--- src/rtl/decode_stage_pkg.sv ---
// Shared decode types: opcode/funct constants, ALU and writeback encodings,
// and the packed control bundle carried from decode to execute.
package decode_stage_pkg;

    localparam logic [6:0] OP_LUI    = 7'b0110111;
    localparam logic [6:0] OP_AUIPC  = 7'b0010111;
    localparam logic [6:0] OP_JAL    = 7'b1101111;
    localparam logic [6:0] OP_JALR   = 7'b1100111;
    localparam logic [6:0] OP_BRANCH = 7'b1100011;
    localparam logic [6:0] OP_LOAD   = 7'b0000011;
    localparam logic [6:0] OP_STORE  = 7'b0100011;
    localparam logic [6:0] OP_ARIMM  = 7'b0010011;
    localparam logic [6:0] OP_ARITH  = 7'b0110011;
    localparam logic [6:0] OP_FENCE  = 7'b0001111;
    localparam logic [6:0] OP_SYSTEM = 7'b1110011;

    localparam logic [2:0] F3_ADD  = 3'b000;
    localparam logic [2:0] F3_SLL  = 3'b001;
    localparam logic [2:0] F3_SLT  = 3'b010;
    localparam logic [2:0] F3_SLTU = 3'b011;
    localparam logic [2:0] F3_SR   = 3'b101;

    localparam logic [6:0] F7_BASE   = 7'b0000000;
    localparam logic [6:0] F7_ALT    = 7'b0100000;
    localparam logic [6:0] F7_MULDIV = 7'b0000001;

    typedef enum logic [2:0] {
        ALU_ADD, ALU_SLT, ALU_BOOL, ALU_SHIFT, ALU_MULDIV, ALU_PASSB
    } alu_op_t;

    typedef enum logic [1:0] { WB_ALU, WB_MEM, WB_PC4 } wb_sel_t;

    typedef struct packed {
        alu_op_t     alu_op;
        logic        alu_sub;
        logic [1:0]  bool_op;      // funct3[1:0]: 00 xor, 10 or, 11 and
        logic        shift_right;
        logic        shift_arith;
        logic        a_pc;
        logic        b_imm;
        logic        cmp_signed;
        logic [2:0]  br_type;
        logic        cond_br;
        logic        jump;
        logic        mem_we;
        logic [1:0]  ld_size;
        logic        ld_signed;
        wb_sel_t     wb_sel;
        logic        wb_we;
        logic [2:0]  muldiv_op;
    } decode_ctrl_t;

    typedef struct packed {
        logic [4:0]   rs1;
        logic [4:0]   rs2;
        logic [4:0]   rd;
        logic [31:0]  imm;
        decode_ctrl_t ctrl;
        logic         illegal;
    } dec_bundle_t;

endpackage

--- src/rtl/decode_stage_if.sv ---
// Upstream/downstream handshake and decoded bundle of the decode stage.
interface decode_stage_if #(parameter int PC_WIDTH = 32);
    import decode_stage_pkg::*;

    logic                i_valid;
    logic                o_ready;
    logic [31:0]         i_inst;
    logic [PC_WIDTH-1:0] i_pc;
    logic                i_flush;
    logic                o_valid;
    logic                i_ready;
    logic [PC_WIDTH-1:0] o_pc;
    logic [4:0]          o_rs1;
    logic [4:0]          o_rs2;
    logic [4:0]          o_rd;
    logic [31:0]         o_imm;
    decode_ctrl_t        o_ctrl;
    logic                o_illegal;

    modport master (
        output i_valid, i_inst, i_pc, i_flush, i_ready,
        input  o_ready, o_valid, o_pc, o_rs1, o_rs2, o_rd, o_imm, o_ctrl, o_illegal
    );
    modport slave (
        input  i_valid, i_inst, i_pc, i_flush, i_ready,
        output o_ready, o_valid, o_pc, o_rs1, o_rs2, o_rd, o_imm, o_ctrl, o_illegal
    );
endinterface

--- src/rtl/decode_logic.sv ---
// Combinational RV32I decoder. DECODE_MEXT_EN enables the M-extension
// (funct7=0000001) encodings; otherwise they decode as illegal.
module decode_logic
    import decode_stage_pkg::*;
(
    input  logic [31:0] i_inst,
    output dec_bundle_t o_dec
);
    logic [6:0]   opc, f7;
    logic [2:0]   f3;
    logic [4:0]   rd;
    logic [31:0]  imm_i, imm_s, imm_b, imm_u, imm_j, imm;
    decode_ctrl_t c;
    logic         ill, wb;

    assign opc   = i_inst[6:0];
    assign f3    = i_inst[14:12];
    assign f7    = i_inst[31:25];
    assign rd    = i_inst[11:7];
    assign imm_i = {{20{i_inst[31]}}, i_inst[31:20]};
    assign imm_s = {{20{i_inst[31]}}, i_inst[31:25], i_inst[11:7]};
    assign imm_b = {{19{i_inst[31]}}, i_inst[31], i_inst[7], i_inst[30:25], i_inst[11:8], 1'b0};
    assign imm_u = {i_inst[31:12], 12'b0};
    assign imm_j = {{11{i_inst[31]}}, i_inst[31], i_inst[19:12], i_inst[20], i_inst[30:21], 1'b0};

    always_comb begin
        c   = '0;
        ill = 1'b0;
        wb  = 1'b0;
        imm = imm_i;
        case (opc)
            OP_LUI:   begin c.alu_op = ALU_PASSB; c.b_imm = 1'b1; wb = 1'b1; imm = imm_u; end
            OP_AUIPC: begin c.a_pc = 1'b1; c.b_imm = 1'b1; wb = 1'b1; imm = imm_u; end
            OP_JAL: begin
                c.jump = 1'b1; c.a_pc = 1'b1; c.b_imm = 1'b1;
                c.wb_sel = WB_PC4; wb = 1'b1; imm = imm_j;
            end
            OP_JALR: begin
                c.jump = 1'b1; c.b_imm = 1'b1; c.wb_sel = WB_PC4; wb = 1'b1;
                ill = (f3 != 3'b000);
            end
            OP_BRANCH: begin
                c.cond_br = 1'b1; c.br_type = f3; c.alu_op = ALU_SLT;
                c.cmp_signed = ~f3[1]; imm = imm_b;
                ill = (f3[2:1] == 2'b01);
            end
            OP_LOAD: begin
                c.b_imm = 1'b1; c.wb_sel = WB_MEM; wb = 1'b1;
                c.ld_size = f3[1:0]; c.ld_signed = ~f3[2];
                ill = (f3 == 3'b011) || (f3[2:1] == 2'b11);
            end
            OP_STORE: begin
                c.mem_we = 1'b1; c.b_imm = 1'b1; c.ld_size = f3[1:0]; imm = imm_s;
                ill = (f3 > 3'b010);
            end
            OP_ARIMM, OP_ARITH: begin
                c.b_imm = (opc == OP_ARIMM);
                wb = 1'b1;
                case (f3)
                    F3_ADD:          c.alu_op = ALU_ADD;
                    F3_SLT, F3_SLTU: begin c.alu_op = ALU_SLT; c.cmp_signed = (f3 == F3_SLT); end
                    F3_SLL, F3_SR: begin
                        c.alu_op      = ALU_SHIFT;
                        c.shift_right = f3[2];
                        c.shift_arith = f3[2] & f7[5];
                    end
                    default: begin c.alu_op = ALU_BOOL; c.bool_op = f3[1:0]; end
                endcase
                if (opc == OP_ARIMM) begin
                    if (f3 == F3_SLL)     ill = (f7 != F7_BASE);
                    else if (f3 == F3_SR) ill = (f7 != F7_BASE) && (f7 != F7_ALT);
                end else if (f7 == F7_MULDIV) begin
`ifdef DECODE_MEXT_EN
                    c           = '0;
                    c.alu_op    = ALU_MULDIV;
                    c.muldiv_op = f3;
`else
                    ill = 1'b1;
`endif
                end else if (f7 == F7_ALT) begin
                    c.alu_sub = (f3 == F3_ADD);
                    ill       = (f3 != F3_ADD) && (f3 != F3_SR);
                end else begin
                    ill = (f7 != F7_BASE);
                end
            end
            OP_FENCE, OP_SYSTEM: ;
            default: ill = 1'b1;
        endcase

        // Illegal instructions must never commit side effects downstream.
        c.wb_we = wb && (rd != 5'd0) && !ill;
        if (ill) begin
            c.mem_we  = 1'b0;
            c.cond_br = 1'b0;
            c.jump    = 1'b0;
        end

        o_dec.rs1     = i_inst[19:15];
        o_dec.rs2     = i_inst[24:20];
        o_dec.rd      = rd;
        o_dec.imm     = imm;
        o_dec.ctrl    = c;
        o_dec.illegal = ill;
    end
endmodule

--- src/rtl/decode_stage.sv ---
// Decode pipeline stage: decodes on input, holds result in an output register
// backed by one skid entry so o_ready can be registered.
module decode_stage
    import decode_stage_pkg::*;
#(
    parameter int PC_WIDTH = 32
)(
    input logic           i_clk,
    input logic           i_rst,
    decode_stage_if.slave bus
);
    localparam logic [1:0] ST_EMPTY = 2'b00;
    localparam logic [1:0] ST_FULL  = 2'b01;
    localparam logic [1:0] ST_SKID  = 2'b10;

    logic [1:0]          state, state_nxt;
    logic                ready_q, acc, drn;
    dec_bundle_t         dec, out_q, skid_q;
    logic [PC_WIDTH-1:0] out_pc_q, skid_pc_q;

    decode_logic u_dec (.i_inst(bus.i_inst), .o_dec(dec));

    assign acc = bus.i_valid && ready_q;
    assign drn = (state != ST_EMPTY) && bus.i_ready;

    always_comb begin
        state_nxt = state;
        case (state)
            ST_EMPTY: if (acc) state_nxt = ST_FULL;
            ST_FULL: begin
                if (acc && !drn)      state_nxt = ST_SKID;
                else if (!acc && drn) state_nxt = ST_EMPTY;
            end
            ST_SKID:  if (drn) state_nxt = ST_FULL;
            default:  state_nxt = ST_EMPTY;
        endcase
        if (bus.i_flush) state_nxt = ST_EMPTY;
    end

    always_ff @(posedge i_clk or posedge i_rst) begin
        if (i_rst) begin
            state     <= ST_EMPTY;
            ready_q   <= 1'b1;
            out_q     <= '0;
            skid_q    <= '0;
            out_pc_q  <= '0;
            skid_pc_q <= '0;
        end else begin
            state   <= state_nxt;
            ready_q <= (state_nxt != ST_SKID);
            if (!bus.i_flush) begin
                if (state == ST_SKID) begin
                    if (drn) begin
                        out_q    <= skid_q;
                        out_pc_q <= skid_pc_q;
                    end
                end else if (acc && (state == ST_EMPTY || drn)) begin
                    out_q    <= dec;
                    out_pc_q <= bus.i_pc;
                end else if (acc) begin
                    // FULL and stalled: park the new instruction behind the output.
                    skid_q    <= dec;
                    skid_pc_q <= bus.i_pc;
                end
            end
        end
    end

    assign bus.o_ready   = ready_q;
    assign bus.o_valid   = (state != ST_EMPTY);
    assign bus.o_pc      = out_pc_q;
    assign bus.o_rs1     = out_q.rs1;
    assign bus.o_rs2     = out_q.rs2;
    assign bus.o_rd      = out_q.rd;
    assign bus.o_imm     = out_q.imm;
    assign bus.o_ctrl    = out_q.ctrl;
    assign bus.o_illegal = out_q.illegal;
endmodule

--- src/flat_wrapper.sv ---
// flat-port wrapper written by rule: the top's interface ports become plain ports
module decode_stage_flat import decode_stage_pkg::*;
#(
    parameter int PC_WIDTH = 32
)
  (i_clk, i_rst, bus_i_valid, bus_i_inst, bus_i_pc, bus_i_flush, bus_i_ready, bus_o_ready, bus_o_valid, bus_o_pc, bus_o_rs1, bus_o_rs2, bus_o_rd, bus_o_imm, bus_o_ctrl, bus_o_illegal);
  decode_stage_if #(.PC_WIDTH(PC_WIDTH)) bus_i ();
  input logic i_clk;
  input logic i_rst;
  input wire logic [$bits(bus_i.i_valid)-1:0] bus_i_valid;
  input wire logic [$bits(bus_i.i_inst)-1:0] bus_i_inst;
  input wire logic [$bits(bus_i.i_pc)-1:0] bus_i_pc;
  input wire logic [$bits(bus_i.i_flush)-1:0] bus_i_flush;
  input wire logic [$bits(bus_i.i_ready)-1:0] bus_i_ready;
  output wire logic [$bits(bus_i.o_ready)-1:0] bus_o_ready;
  output wire logic [$bits(bus_i.o_valid)-1:0] bus_o_valid;
  output wire logic [$bits(bus_i.o_pc)-1:0] bus_o_pc;
  output wire logic [$bits(bus_i.o_rs1)-1:0] bus_o_rs1;
  output wire logic [$bits(bus_i.o_rs2)-1:0] bus_o_rs2;
  output wire logic [$bits(bus_i.o_rd)-1:0] bus_o_rd;
  output wire logic [$bits(bus_i.o_imm)-1:0] bus_o_imm;
  output wire logic [$bits(bus_i.o_ctrl)-1:0] bus_o_ctrl;
  output wire logic [$bits(bus_i.o_illegal)-1:0] bus_o_illegal;
  assign bus_i.i_valid = bus_i_valid;
  assign bus_i.i_inst = bus_i_inst;
  assign bus_i.i_pc = bus_i_pc;
  assign bus_i.i_flush = bus_i_flush;
  assign bus_i.i_ready = bus_i_ready;
  assign bus_o_ready = bus_i.o_ready;
  assign bus_o_valid = bus_i.o_valid;
  assign bus_o_pc = bus_i.o_pc;
  assign bus_o_rs1 = bus_i.o_rs1;
  assign bus_o_rs2 = bus_i.o_rs2;
  assign bus_o_rd = bus_i.o_rd;
  assign bus_o_imm = bus_i.o_imm;
  assign bus_o_ctrl = bus_i.o_ctrl;
  assign bus_o_illegal = bus_i.o_illegal;
  decode_stage #(.PC_WIDTH(PC_WIDTH)) u_core (.i_clk(i_clk), .i_rst(i_rst), .bus(bus_i));
endmodule
--- config.mk ---
export PLATFORM = sky130hd
export DESIGN_NAME = decode_stage_flat
export DESIGN_NICKNAME = d
export VERILOG_FILES = /design/src/rtl/decode_stage_pkg.sv /design/src/rtl/decode_stage_if.sv /design/src/rtl/decode_logic.sv /design/src/rtl/decode_stage.sv /design/src/flat_wrapper.sv
export SDC_FILE = /design/constraint.sdc
export NUM_CORES = 1
export LEC_CHECK = 0
export ABC_CLOCK_PERIOD_IN_PS = 10800
export BUFFER_PORTS_ARGS = -buffer_cell sky130_fd_sc_hd__buf_2
export CAP_MARGIN = 0
export CORE_ASPECT_RATIO = 0.5
export CORE_UTILIZATION = 30
export CTS_CLUSTER_DIAMETER = 120
export CTS_CLUSTER_SIZE = 20
export DETAILED_ROUTE_END_ITERATION = 12
export SETUP_SLACK_MARGIN = 0.3
export SKIP_CTS_REPAIR_TIMING = 1
export SYNTH_ARGS = -nofsm -noshare
export SYNTH_HDL_FRONTEND = slang
export SYNTH_SLANG_ARGS = --single-unit
--- constraint.sdc ---
create_clock -name i_clk -period 10.8 [get_ports i_clk]
set_clock_uncertainty 0.2 [all_clocks]
set_input_delay 1.08 -clock i_clk [delete_from_list [all_inputs] [get_ports i_clk]]
set_output_delay 1.08 -clock i_clk [all_outputs]
set_load 0.03 [all_outputs]
==> results of run 1 <==
through the flow:
step | area, µm² | total power [mW] | instances | hold slack [ps]
final | 10900 | 2.03 | 1594 | 280
after global placement | 10400 | 1.50 | 1570 | 251
after detailed placement | 10400 | 1.52 | 1570 | 260
after global routing | 10800 | 2.14 | 1592 | 298
after floorplan | 9290 | 1.35 | 1071 | 239
after CTS | 10800 | 2.05 | 1590 | 280
worst paths after layout:
| path | end | cells after the start |
|---|---|---|
| min reg2reg | u_core.skid_pc_q[15] | 2 |
| min in group asynchronous | u_core.bus.o_pc[24] | 2 |
| min | u_core.skid_pc_q[15] | 2 |
| max reg2reg | u_core.bus.o_imm[15] | 4 |
| max | u_core.skid_q[0] | 5 |
| max in group asynchronous | u_core.bus.o_pc[31] | 3 |
logic make-up (layout without fill, tap and decap cells):
family,after synthesis,count (layout),synth area share
and+or+nand+nor,549,549,0.247
DFF,209,209,0.563
AOI/OAI and AO/OA,206,206,0.131
buffers and inverters,87,207,0.0377
muxes,16,16,0.0193
other,1,7,0.000404
xor gates and xnor gates,1,1,0.000944
worst reg2reg max path: stages (launching register included):
cell      delay, ps
dfrtp_1         500
nand2b_4        520
buf_4           660
nand2_1         510
o211ai_1        320
Yosys cell counts, types with 5 or more instances:
master,count
nor3_1,6
nor3b_1,8
buf_1,5
a31oi_1,62
o21ai_0,49
nand2_1,363
nand3_1,45
mux2_2,14
a211oi_1,5
o211ai_1,14
clkbuf_1,67
nor2_1,91
buf_2,7
dfrtp_1,208
a21oi_1,55
cell type report:
class                           count  share of cell area
Clock buffer                       19              0.0360
Timing Repair Buffer              183              0.0867
Clock inverter                      1             0.00150
Inverter                            4             0.00208
Antenna cell                        4            0.000922
Sequential cell                   209               0.482
Tap cell                          399              0.0460
Multi-Input combinational cell    775               0.345
power breakdown:
part	internal [mW]	total [mW]	switching, mW
logic	0.146	0.477	0.332
registers	0.933	1.02	0.0833
clock network	0.257	0.534	0.277
routing by layer:
metal / routed length [µm] / GRT usage / part of all wire
met1: 11300 / 0.210 / 0.43
met2: 13400 / 0.293 / 0.50
met3: 1110 / 0.0261 / 0.042
met4: 648 / 0.0487 / 0.024
met5: 26 / 0 / 0.00098
sequential cells by signal, summed over array words and instances (netlist names):
register and cells:
u_core.bus.o_rs1 5, u_core.bus.o_ctrl 23, u_core.bus.o_pc 32, u_core.bus.o_rs2 5, u_core.skid_q 71, u_core.bus.o_rd 5, u_core.state 2, u_core.bus.o_ready 1
u_core.skid_pc_q 32, u_core.bus.o_imm 32, u_core.bus.o_illegal 1
==> reports/results.ini, run 1 <==
[outcome]
run_status = finished, final reports clean

[critical_path]
endpoint_kind = flop
path_delay_family = simple AND/OR/NAND/NOR gates
setup.worst_path.start = bus_i_flush
path_buf_inv = 2
r2r_slack_ps = 8000
cp_slowest_cell = and4_2
cp_max_fo = 40
crit_path_cell_trace = buf_2 > nor2_1 > and4_2 > buf_4 > mux2_2
critPathArrivalTime_ps = 3100
worst-endpoint-required_ps = 10980
rr_startpoint = u_core.state[0]
criticalPathCategory = input pin to flop
critical_path.max_stage_delay_ps = 720
crit_path_start_kind = input pin

[yosys]
synth_edf_count = 0
synth_area_um2 = 9280
yosysUniqueCellTypes = 54
ys_top_cells_by_area = dfrtp_1 (56%), nand2_1 (15%), a31oi_1 (4.2%), nor2_1 (3.7%), a21oi_1 (3.0%)
ys_seq_elements = 209
synth.avg_cell_area_um2 = 8.68
synth.largest_area_cell = dfrtp_1
synthFlopType = dfrtp_1
synth_top_area_share = 0.561
async_reset_ff_frac = 1.00
ys_seq_area_frac = 0.563
yosysWarnings = 0
synthesis.instances = 1069

[worst_hold_path]
min-delay-start = u_core.skid_pc_q[15]
holdCritPathClass = flop to flop

[placement]
dpl_worst_slack_ps = 7370
routabilityCongestion = 0.806
port_buffers = 173
dp_hpwl_um = 17200

[floorplan]
die_w_um = 251
initial_core_util = 0.305
row_count = 45
coreArea_um2 = 30400
ioPinCount = 177
die_area_um2 = 31700
fp.dieH_um = 126

[clock_tree]
cts_buffers = 14
cts-root-buf = clkbuf_16
htreeDepth = 1
path_clk_slew_ps = 90
insertion_delay_ps = 480
cts_tree = yes
clockBufferDepth = 3
cts_sinks = 209

[routing]
ant_nets = 0
drc_errors = 0
vias = 7918
drt_iter0_markers = 537
wl_um = 26500
via_per_inst = 4.97
wl_per_cell_um = 16.6
dr.pass1.iters = 5

[final_layout]
area_growth_pct = 16.9
final_common_cell = nand2_1
drive_gt1_frac = 0.191
final_nets = 1256
layout_common_cells = nand2_1 (363), dfrtp_1 (208), buf_2 (173), nor2_1 (91), a31oi_1 (62)
multiInputGateArea_um2 = 3740
num-fill-cells = 3135
regArea_um2 = 5230
fin_util = 0.357

[power]
p_leak_nw = 5.12
power_density_nw_per_um2 = 187
ir_drop_mv = 0.0684

[sta]
fin_setup_tns_ps = 0
period_minus_slack_ps = 2920
period_share = 0.270
slew_violations = 0
fin_ws_ps = 7880
rsz0062_at_grt = false
final-setup-viol-count = 0
max_freq_mhz = 343
worst_pin_slew_ps = 1150
slew_headroom = 0.236
hold_viol_final = 0

[global_route]
grt_pass1_vias = 7637
grt_pass1_wl_um = 42300
grt_use_total = 0.166
grt_overflow = 0
antenna_found_initial = 5
grt_max_degree = 131

[flow_run]
max_cap_violations = 0

(Power assumes the default switching activity.)
==> inputs of run 2 (changes only) <==
ABC_CLOCK_PERIOD_IN_PS = 2600   (was 10800)
clock period = 2.6 ns   (was 10.8 ns; I/O delays follow)
==> reports/results.ini, run 2 (same netlist as run 1, synthesis figures left out) <==
[outcome]
run_status = finished, final reports clean

[power]
power_density_nw_per_um2 = 728  ; +290%
ir_drop_mv = 0.294  ; +330%
finalPower_mw = 8.53  ; +320%
p_leak_nw = 5.51  ; +7.7%

[routing]
drc_errors = 0  ; unchanged
dr.pass1.iters = 5  ; unchanged
vias = 8265  ; +4.4%
wl_per_cell_um = 16.4  ; -1.0%
via_per_inst = 4.94  ; -0.55%
ant_nets = 0  ; unchanged
wl_um = 27500  ; +3.9%
drt_iter0_markers = 858  ; +60%

[floorplan]
initial_core_util = 0.305  ; unchanged
die_w_um = 251  ; unchanged
coreArea_um2 = 30400  ; unchanged
fp.dieH_um = 126  ; unchanged
ioPinCount = 177  ; unchanged
row_count = 45  ; unchanged
die_area_um2 = 31700  ; unchanged

[global_route]
grt_use_total = 0.169  ; +0.00314
antenna_found_initial = 0  ; -5
grt_pass1_vias = 7768  ; +1.7%
grt_pass1_wl_um = 43000  ; +1.6%
grt_overflow = 0  ; unchanged
grt_max_degree = 80  ; -39%

[flow_run]
max_cap_violations = 0  ; unchanged

[placement]
routabilityCongestion = 0.905  ; +12%
port_buffers = 173  ; unchanged
dp_hpwl_um = 18500  ; +7.6%
place_area_um2 = 10700  ; +2.5%

[worst_hold_path]
min-delay-start = bus_i_valid
holdPathStages = 5  ; +3
worstHoldEndpoint = u_core.state[0]
holdCritPathClass = input pin to flop

[clock_tree]
clockBufferDepth = 3  ; unchanged
cts_tree = yes
insertion_delay_ps = 490  ; about the same
htreeDepth = 1  ; unchanged
cts_sinks = 209  ; unchanged
path_clk_slew_ps = 90  ; about the same
cts-root-buf = clkbuf_16
cts_buffers = 14  ; unchanged

[critical_path]
r2r_end = u_core.bus.o_pc[18]
rr_worst_depth = 4  ; unchanged
criticalPathCategory = flop to flop
cp_max_fo = 55  ; +38%
critPathArrivalTime_ps = 2420  ; -680 ps
setup.worst_path.start = u_core.state[0]
rr_startpoint = u_core.state[0]
r2r_slack_ps = 370  ; -7630 ps
endpoint_kind = flop
crit_path_start_kind = flop
worst-endpoint-required_ps = 2790  ; -8190 ps

[sta]
period_minus_slack_ps = 2230
final-setup-viol-count = 0  ; unchanged
fin_setup_tns_ps = 0  ; unchanged
max_freq_mhz = 449
period_share = 0.857
slew_headroom = 0.534  ; +0.298
worst_pin_slew_ps = 699  ; -446 ps
hold_viol_final = 0  ; unchanged
rsz0062_at_grt = true
slew_violations = 0  ; unchanged

[final_layout]
top_register = u_core.skid_q
n_antenna_cell = 0  ; -4
final_common_cell = nand2_1
final_nets = 1339  ; +6.6%
area_growth_pct = 26.2
final_cell_area_um2 = 11700  ; +8.0%
layout_common_cells = nand2_1 (362), dfrtp_1 (208), buf_2 (173), nor2_1 (91), a31oi_1 (62)
drive_gt1_frac = 0.198  ; +0.00721
num-fill-cells = 3079  ; -1.8%
largest_register_ffs = 71  ; unchanged

run 2: worst max path at each step:
stage,depth (start not counted),end
2_1_floorplan,1,u_core.bus.o_ctrl[10]
3_3_place_gp,6,u_core.bus.o_ctrl[22]
3_5_place_dp,6,u_core.bus.o_imm[17]
4_1_cts,6,u_core.bus.o_imm[19]
5_1_grt,6,u_core.bus.o_imm[19]
6_report,4,u_core.bus.o_pc[18]
run 2: stage by stage:
stage	hold slack, ps	utilization	setup WS (ps)	cells
6_report	9.49	0.385	372	1673
2_1_floorplan	126	-	-573	1071
3_3_place_gp	60.0	0.352	316	1593
5_1_grt	34.9	0.385	269	1673
3_5_place_dp	61.6	0.352	317	1593
4_1_cts	-472	0.365	282	1613
run 2: metal layers:
metal / vias to the layer above / part of all wire / GRT usage
met5: - / 0 / 0
met4: 0 / 0.037 / 0.0617
met3: 61 / 0.041 / 0.0279
met2: 199 / 0.50 / 0.286
met1: 4028 / 0.42 / 0.219
li1: 3977 / - / -
run 2: layout make-up:
class / count / area, µm² / area share
flip-flops and latches: 209 / 5230 / 0.446
clock buffers: 19 / 390 / 0.0333
clock inverters: 1 / 16.3 / 0.00139
multi-input cells: 775 / 3750 / 0.320
well taps: 399 / 499 / 0.0426
repair buffers: 266 / 1810 / 0.154
inverters: 4 / 18.8 / 0.00160
run 2: where the power goes:
part           internal (mW)  switching, mW
Combinational          0.698           1.42
Clock                   1.07           1.13
Sequential              3.88          0.341
run 2: critical path, stage by stage (launching register included):
cell	delay (ps)
dfrtp_1	520
nand2b_4	610
buf_4	410
nand2_1	110
a31oi_1	200
